[config.mk]
export PLATFORM = sky130hd
export DESIGN_NAME = alu_mul_seq
export DESIGN_NICKNAME = d
export VERILOG_FILES = /design/src/rtl/alu_mul_seq.sv
export SDC_FILE = /design/constraint.sdc
export NUM_CORES = 1
export LEC_CHECK = 0
export ABC_AREA = 0
export BUFFER_PORTS_ARGS = -buffer_cell sky130_fd_sc_hd__buf_4
export CORE_ASPECT_RATIO = 1.1
export CORE_MARGIN = 2
export CORE_UTILIZATION = 45
export DETAILED_ROUTE_END_ITERATION = 16
export GPL_ROUTABILITY_DRIVEN = 0
export PLACE_DENSITY_LB_ADDON = 0.2
export SLEW_MARGIN = 10
export SYNTH_ARGS = -nofsm -noshare
export SYNTH_HDL_FRONTEND = slang
export SYNTH_SLANG_ARGS = --single-unit
[constraint.sdc]
create_clock -name clk -period 3.95 [get_ports clk]
set_input_delay 0.79 -clock clk [delete_from_list [all_inputs] [get_ports clk]]
set_output_delay 0.79 -clock clk [all_outputs]
set_load 0.005 [all_outputs]
[src/rtl/alu_mul_seq.sv]
// rtl/alu_mul_seq.sv - iterative shift-and-add 32x32 multiplier that borrows the shared ALU for its adds
module alu_mul_seq #(
  parameter int WIDTH = 32
) (
  input  logic             clk,
  input  logic             rst,
  input  logic             start,
  input  logic [WIDTH-1:0] op_a,
  input  logic [WIDTH-1:0] op_b,
  output logic             busy,
  output logic             done,
  output logic [WIDTH-1:0] result,
  output logic             alu_req,
  input  logic             alu_gnt,
  output logic [WIDTH-1:0] alu_a,
  output logic [WIDTH-1:0] alu_b,
  output logic [3:0]       alu_pattern,
  input  logic [WIDTH-1:0] alu_out
);

  localparam logic [3:0] ALU_ADD = 4'd1;

  typedef enum logic {IDLE, RUN} state_t;

  state_t           state, state_next;
  logic [WIDTH-1:0] p, p_next;
  logic [WIDTH-1:0] m, m_next;
  logic [WIDTH-1:0] q, q_next;
  logic [WIDTH-1:0] result_next;
  logic             done_next;

  always_ff @(posedge clk) begin
    if (rst) begin
      state  <= IDLE;
      p      <= '0;
      m      <= '0;
      q      <= '0;
      result <= '0;
      done   <= 1'b0;
    end else begin
      state  <= state_next;
      p      <= p_next;
      m      <= m_next;
      q      <= q_next;
      result <= result_next;
      done   <= done_next;
    end
  end

  assign busy = (state == RUN);

  // The ALU drive depends only on state and Q so the arbiter sees a stable
  // request; alu_gnt only decides whether the registers advance.
  always_comb begin
    state_next  = state;
    p_next      = p;
    m_next      = m;
    q_next      = q;
    result_next = result;
    done_next   = 1'b0;
    alu_req     = 1'b0;
    alu_a       = '0;
    alu_b       = '0;
    alu_pattern = 4'd0;
    case (state)
      IDLE: begin
        if (start) begin
          p_next     = '0;
          m_next     = op_a;
          q_next     = op_b;
          state_next = RUN;
        end
      end
      RUN: begin
        if (q == '0) begin
          result_next = p;
          done_next   = 1'b1;
          state_next  = IDLE;
        end else if (!q[0]) begin
          m_next = m << 1;
          q_next = q >> 1;
        end else begin
          alu_req     = 1'b1;
          alu_a       = p;
          alu_b       = m;
          alu_pattern = ALU_ADD;
          if (alu_gnt) begin
            p_next = alu_out;
            m_next = m << 1;
            q_next = q >> 1;
          end
        end
      end
      default: state_next = IDLE;
    endcase
  end

endmodule
==> run summary, run 1 <==
The clock tree skew after final layout is 0.004687 ns. On the critical path the largest part of the delay comes from buffers and inverters. The antenna diode instance count came out at 0.

The worst hold path belongs to the class register to register. The final critical delay including setup and external delays came out at 2.915 ns. At the end of the flow, the number of nets in the layout was 937. sky130_fd_sc_hd__dfxtp_1 takes more of the synthesized area than any other cell. The overall track demand over capacity in global routing came out at 0.2275. The quantity of I/O buffers inserted on ports is 199. The placeable core region came out at 13850 sq um. The vertical die dimension is 128.8 um. The number of H-tree levels is 4. CTS placed an instance of sky130_fd_sc_hd__clkbuf_16 at the clock tree root. In the routed design, unresolved DRC markers number 0. The count of antenna-violating nets left after detailed routing is 0.

The number of antenna violations at the first check in global routing is 0. Tracing the worst setup path back leads to its startpoint at busy$_SDFF_PP0_. The area growth from synthesis to layout is 30.92%. The maximum fanout along the worst path is 50. The post-synthesis cell type count came out at 31.

The most common flop cell mapped by yosys is sky130_fd_sc_hd__dfxtp_1. The share of cells above drive strength 1 came out at 0.4276. At the worst endpoint, the required time is 3.16 ns. The slew of the pin with the lowest slew margin came out at 1.175 ns. In the final timing run, aggregate negative setup slack is 0 ns. The analysis attributes to cell leakage a power of 3.517 nW. Of the post-synthesis cell area, the dominant cell type holds 0.4084. The post-cts gate resize count came out at 0. The share of the core filled with cells is 0.6023. The synthesized-area fraction occupied by adder cells is 0. The initial utilization of the core area, before any placement, comes to 0.4601. After clock tree synthesis, the clock-pin slew on the worst setup and hold paths is 0.05 ns. The total buffers and inverters traversed by the critical path came out at 2.

Counting every sink on the clock net gives 130. Setup violations remaining at the end of the flow were counted as 0. Synthesis produced 685 cells.

Of the total power, combinational logic draws 0.135. Of the total power, registers draw 0.438. The part of the cycle the worst path needs came out at 0.7379. The number of global-route vias before repair came to 5565. The multiplexer share of the synthesized area came out at 0.09739. No sink is reached through more buffers than the 2 on the longest clock path. The critical path goes through buf_4 -> and3_1 -> buf_4. The post-CTS setup-driven buffer insertion count came out at 0.

The net switching power figure is 0.0008421 W. Of the total synthesized cell area, the portion taken by XOR and XNOR cells is 0. The horizontal extent of the die is 117.5 um.

The routed via count divided by cell count is 5.407. The max-slew violation total from the final report came out at 0. The data arrival time of the critical path is 2.12 ns. The CTS tree is built. The total global routing overflow is 0.

Counting flops and latches in the post-synthesis netlist gives 130. The average footprint of a synthesized cell came out at 9.303 sq um. The pin count of the biggest net entering global routing is 80. The proportion of register bits with asynchronous set or reset after synthesis came out at 0. The flow ran to the end, and the final reports show no timing, DRC or antenna violations. The maximum ir drop on the vdd rail is 0.2491 mV. The count of filler cells inserted in the layout came out at 1229. The placed cell area is 7820 sq um.

The share of power burned in the clock network is 0.427. The count of final hold-check violations is 0. The HPWL after detailed placement is 11.06 mm.

The startpoint identified for the worst register-to-register timing path is busy$_SDFF_PP0_. The upper clock frequency limit is 0.3431 GHz. The number of DRC violations after detailed-routing iteration 0 came out at 400. The first global-routing pass estimated 27.97 mm of wire. The final instance area came out at 8343 sq um. Setup repair after global routing left no endpoint under its margin. The synthesized cell area came out at 6372 sq um. Internal power comes to 0.002461 W. Dividing total power by cell area gives a power density of 395.9 nW/um^2. Sorting the synthesized cells by area gives the leading types as sky130_fd_sc_hd__dfxtp_1, sky130_fd_sc_hd__a211oi_2, sky130_fd_sc_hd__mux2i_1. The count of hold buffers inserted by post-cts repair is 0. The fraction of power spent switching nets came out at 0.2549.

The fraction of the mapped netlist area in compound gates came out at 0.2392. Counting instances in the post-synthesis netlist gives the leading cell types as sky130_fd_sc_hd__dfxtp_1, sky130_fd_sc_hd__a21oi_1, sky130_fd_sc_hd__nand2_1, sky130_fd_sc_hd__and3_1, sky130_fd_sc_hd__mux2i_1. The max-cap check violation count is 0. The post-placement worst setup slack came out at 1.217 ns. Summing over every cut layer, the via total after detailed routing is 5607. Yosys printed 0 warnings. By instance count, the cell type seen most on the critical path is sky130_fd_sc_hd__buf_4. The floorplan step defined a die boundary enclosing 15130 sq um.

The largest individual stage delay along the critical path comes from the cell sky130_fd_sc_hd__dfxtp_4. The wire length per cell is 16.78 um. For this design the top-level I/O count stands at 203. The final layout contains routed wiring with a total length of 17.40 mm. The number of buffers added by the clock tree synthesis step came out at 17. The cell with the most instances after synthesis is sky130_fd_sc_hd__dfxtp_1. After layout, the worst setup slack is 1.035 ns. The combinational family with the most area after synthesis is compound AO/OA/AOI/OAI gates. STA classifies the critical path startpoint as a register.

Clock latency on the worst-skew pair, taken at its later pin, is 0.41 ns. The number of placement rows is 45. The worst hold path begins at result[3]$_SDFFE_PP0P_. The capturing element type of the critical path is a primary output. The simple-gate portion of the synthesized area is 0.1924. The first TritonRoute pass finished after 4 iterations. The critical path is of the register to primary output type. The design draws 0.003303 W. The largest stage delay on the critical path is 0.66 ns.

The sequential element share of the synthesized area is 0.4084. The worst pin sits at a relative slew slack of 0.2146. The synthesized design contains 0 enable-type register cells.
[cells in the final DEF, fill, tap and decap left out, drive strengths merged]
| master | synthesis | routed |
|---|---|---|
| mux2i | 62 | 62 |
| inv | 2 | 2 |
| a211oi | 62 | 62 |
| dfxtp | 130 | 130 |
| and3 | 65 | 65 |
| nand2 | 100 | 100 |
| nor4 | 7 | 7 |
| nor2 | 3 | 3 |
| or3 | 1 | 1 |
| conb | 1 | 3 |
| clkinvlp | 0 | 1 |
| and4 | 2 | 2 |
| clkbuf | 55 | 25 |
| a21oi | 125 | 125 |
| bufinv | 0 | 1 |
| clkinv | 0 | 4 |
| and2 | 2 | 2 |
| nand4 | 1 | 1 |
| nand3 | 32 | 32 |
| nor4b | 1 | 1 |
| o32ai | 2 | 2 |
| buf | 23 | 209 |
| a31oi | 1 | 1 |
| or4 | 1 | 1 |
| nand2b | 4 | 4 |
| nor3 | 3 | 3 |
[cells by family after synthesis]
family	count (synthesis)
DFF	130
AOI/OAI and AO/OA	190
other	1
muxes	62
buffers and inverters	80
and+or+nand+nor	222
[layer usage]
metal | track usage | wire, um | vias to the layer above
met1 | 0.2871 | 7780 | 2651
met4 | 0.07725 | 289 | 0
met5 | 0 | 0 | -
met2 | 0.3743 | 8227 | 175
li1 | - | - | 2759
met3 | 0.06826 | 1108 | 22
[power groups by stage]
stage / Clock [W] / Sequential (W) / Combinational, W
after CTS: 0.00144 / 0.00145 / 0.000446
after detailed placement: 0 / 0.00147 / 0.000444
final: 0.00141 / 0.00145 / 0.000444
after global placement: 0 / 0.00147 / 0.000435
after global routing: 0.00150 / 0.00146 / 0.000486
after floorplan: 0 / 0.00145 / 0.000319
[through the flow]
stage / hold WS (ns) / cells
after detailed placement: 0.4481 / 1006
final: 0.4509 / 1037
after global placement: 0.4425 / 1006
after CTS: 0.4553 / 1037
after floorplan: 0.4451 / 687
after global routing: 0.4708 / 1037
[area by class of cell]
class,instances,area (sq um),area share
clock buffer,25,465.4,0.05579
tap,188,235.2,0.02819
timing repair buffer,209,1573,0.1885
clock inverter,6,57.56,0.006899
multi-input combinational,477,3397,0.4072
inverter,2,7.507,0.0008998
sequential,130,2608,0.3125
[flip-flops by register name, summed over array words and instances (netlist names)]
register / count
p: 32
m: 32
q: 32
result: 32
busy: 1
done: 1
[worst reg2reg max path: stages (launching register included)]
cell and delay, ns:
sky130_fd_sc_hd__dfxtp_4 0.66, sky130_fd_sc_hd__nor4b_4 0.31, sky130_fd_sc_hd__nand4_2 0.16, sky130_fd_sc_hd__or4_2 1.14, sky130_fd_sc_hd__nand2_2 0.25, sky130_fd_sc_hd__a21oi_2 0.07
[worst paths after layout]
check                           slack [ns]  cells after the start                      end
worst max register to register        1.21                      5  result[12]$_SDFFE_PP0P_
worst max-delay path                  1.04                      3                alu_b[22]
worst min register to register        0.45                      2   result[3]$_SDFFE_PP0P_
worst min-delay path                  0.45                      2   result[3]$_SDFFE_PP0P_
(Power assumes the default switching activity.)
==> inputs of run 2 (changes only) <==
==> constraint.sdc (replaced) <==
create_clock -name clk -period 2.45 [get_ports clk]
set_input_delay 0.49 -clock clk [delete_from_list [all_inputs] [get_ports clk]]
set_output_delay 0.49 -clock clk [all_outputs]
set_load 0.005 [all_outputs]
==> run summary, run 2 (synthesized netlist as in run 1, its figures left out) <==
The run finished with clean final reports. The total wire length came to 17.65 mm (+1.4%). The CTS tree is built. The most common cell after layout, fill and taps aside is sky130_fd_sc_hd__buf_4. The placed cell area came out at 7950 sq um (+1.7%). The vertical die dimension came to 128.8 um (unchanged). The count of final hold-check violations is 0 (unchanged). The share of cells above drive strength 1 was 0.4376 (+0.01001). The starting density of the core came out at 0.4601 (unchanged). The number of antenna violations at the first check in global routing was 0 (unchanged). The total global routing overflow is 0 (unchanged). The placeable core region is 13850 sq um (unchanged). The count of pins on the block boundary came out at 203 (unchanged).

The clock latency on the worst-skew pair came to 0.42 ns (about the same). The setup path with the least slack is of type register to primary output. The tree is rooted in a sky130_fd_sc_hd__clkbuf_16.

The setup violation total in the final timing report was 0 (unchanged). The internal portion of total power came out at 0.004123 W (+68%). The number of buffers added by the clock tree synthesis step is 17 (unchanged).

The worst hold-check slack is 0.3226 ns (-0.1283 ns). The capturing element type of the critical path is a primary output. Setup repair after global routing left no endpoint under its margin.

The count of antenna-violating nets left after detailed routing was 0 (unchanged). The wire length per cell is 16.89 um (+0.64%). The post-CTS setup-driven buffer insertion count was 0 (unchanged).

The slew of the pin with the lowest slew margin is 0.6549 ns (-0.5205 ns). The overall die area is 15130 sq um (unchanged). The count of hold buffers inserted by post-cts repair was 0 (unchanged). The HPWL after detailed placement is 11.63 mm (+5.2%). The routed via count was 5778 (+3.0%).

The horizontal extent of the die came out at 117.5 um (unchanged). The maximum fanout along the worst path came to 86 (+72%). The critical path data required time came to 1.96 ns (-1.20 ns). The number of placement rows came out at 45 (unchanged).

The min-delay analysis places its worst path in the category primary input to register. The final critical delay including setup and external delays came out at 2.340 ns. Static timing analysis puts the maximum clock frequency at 0.4274 GHz. The quantity of I/O buffers inserted on ports was 199 (unchanged).

The number of DRC violations after detailed-routing iteration 0 is 491 (+23%). The final net count is 946 (+0.96%). The post-cts gate resize count came out at 0 (unchanged).

The global-route wire length before repair came out at 28.46 mm (+1.8%). STA classifies the critical path startpoint as a register. The share of power burned in the clock network came out at 0.440 (+0.013). The leakage power summed over all cells is 3.611 nW (+2.7%). The clock tree skew after final layout came out at 0.009309 ns (+0.004622 ns). The max-slew violation total from the final report came out at 0 (unchanged). The areal power density over the cells came out at 645.3 nW/um^2 (+63%). The net switching power figure came out at 0.001373 W (+63%). The clock transition at the registers of the reported paths came out at 0.06 ns (about the same). The fraction of power spent switching nets came out at 0.2498 (-0.005141).

The share of the core filled with cells came out at 0.6148 (+0.01247). The proportion of power drawn by flip-flops and latches came out at 0.422 (-0.016). The largest buffer count on any clock path came out at 2 (unchanged).

The number of H-tree levels is 4 (unchanged). The post-synthesis to final-layout area growth came out at 33.63%. The final instance area came out at 8516 sq um (+2.1%).

The remaining max-slew budget at the tightest pin is 0.5634 (+0.3489). The accumulated negative setup slack is 0 ns (unchanged). The part of the cycle the worst path needs is 0.9550. The maximum ir drop on the vdd rail came out at 0.4432 mV (+78%).

The routed via count divided by cell count came out at 5.529 (+2.3%). The overall track demand over capacity in global routing is 0.2301 (+0.002656). The number of clock sinks seen by CTS is 130 (unchanged). The number of remaining DRC errors is 0 (unchanged). The antenna diode instance count came out at 0 (unchanged). In the layout the commonest cells are sky130_fd_sc_hd__buf_4, sky130_fd_sc_hd__dfxtp_1, sky130_fd_sc_hd__a21oi_1. The pin count of the biggest net entering global routing is 87 (+8.8%). The number of iterations in the first detailed-routing pass came out at 5 (+1).

The data arrival time of the critical path is 1.85 ns (-0.27 ns). The share of total power in combinational logic was 0.138 (+0.003). The number of global-route vias before repair came out at 5618 (+0.95%). The max-cap check violation count came to 0 (unchanged).
==> run 2: power groups by stage <==
| stage | Combinational [W] | Clock [W] | Sequential (W) |
|---|---|---|---|
| floorplan | 0.000515 | 0 | 0.00234 |
| global placement | 0.000742 | 0 | 0.00235 |
| detailed placement | 0.000759 | 0 | 0.00236 |
| CTS | 0.000762 | 0.00245 | 0.00232 |
| global route | 0.000821 | 0.00256 | 0.00233 |
| finish | 0.000759 | 0.00242 | 0.00232 |
==> run 2: path summary, 6_finish.rpt <==
path | slack [ns] | cells past startpoint | to | from
hold / removal | 0.32 | 3 | p[19]$_SDFFE_PP0P_ | alu_out[19]
setup reg to reg | 0.28 | 6 | q[13]$_SDFFE_PP0P_ | q[0]$_SDFFE_PP0P_
setup / recovery | 0.11 | 4 | alu_b[21] | busy$_SDFF_PP0_
hold reg to reg | 0.45 | 2 | result[25]$_SDFFE_PP0P_ | result[25]$_SDFFE_PP0P_
==> run 2: area by class of cell <==
cell class                 count  area (sq um)
sequential                   130          2608
tap                          188         235.2
multi-input combinational    477          3397
inverter                       2         7.507
clock buffer                  26         519.2
timing repair buffer         218          1703
fill                        1208          5335
clock inverter                 4         46.29
==> run 2: worst max-delay path, cell delays in order, from the launching register on <==
cell                      delay, ns
sky130_fd_sc_hd__dfxtp_4       0.34
sky130_fd_sc_hd__buf_4         0.25
sky130_fd_sc_hd__buf_12        0.38
sky130_fd_sc_hd__and3_1        0.26
sky130_fd_sc_hd__buf_4         0.12
==> run 2: per-stage QoR <==
stage	total power [W]	worst slack, ns	instances
final	0.005495	0.1103	1045
after global routing	0.005712	0.04341	1045
after CTS	0.005532	0.1384	1045
after detailed placement	0.003120	0.2838	1015
after global placement	0.003097	0.3387	1015
after floorplan	0.002851	0.5054	687
==> run 2: per-layer routing <==
layer	global-route usage	wire length [um]	up-vias	part of all wire
met1	0.2964	7630	2772	0.43
met4	0.09568	337	0	0.019
met3	0.06294	1230	26	0.070
met5	0	0	-	0
met2	0.3674	8451	210	0.48
li1	-	-	2770	-
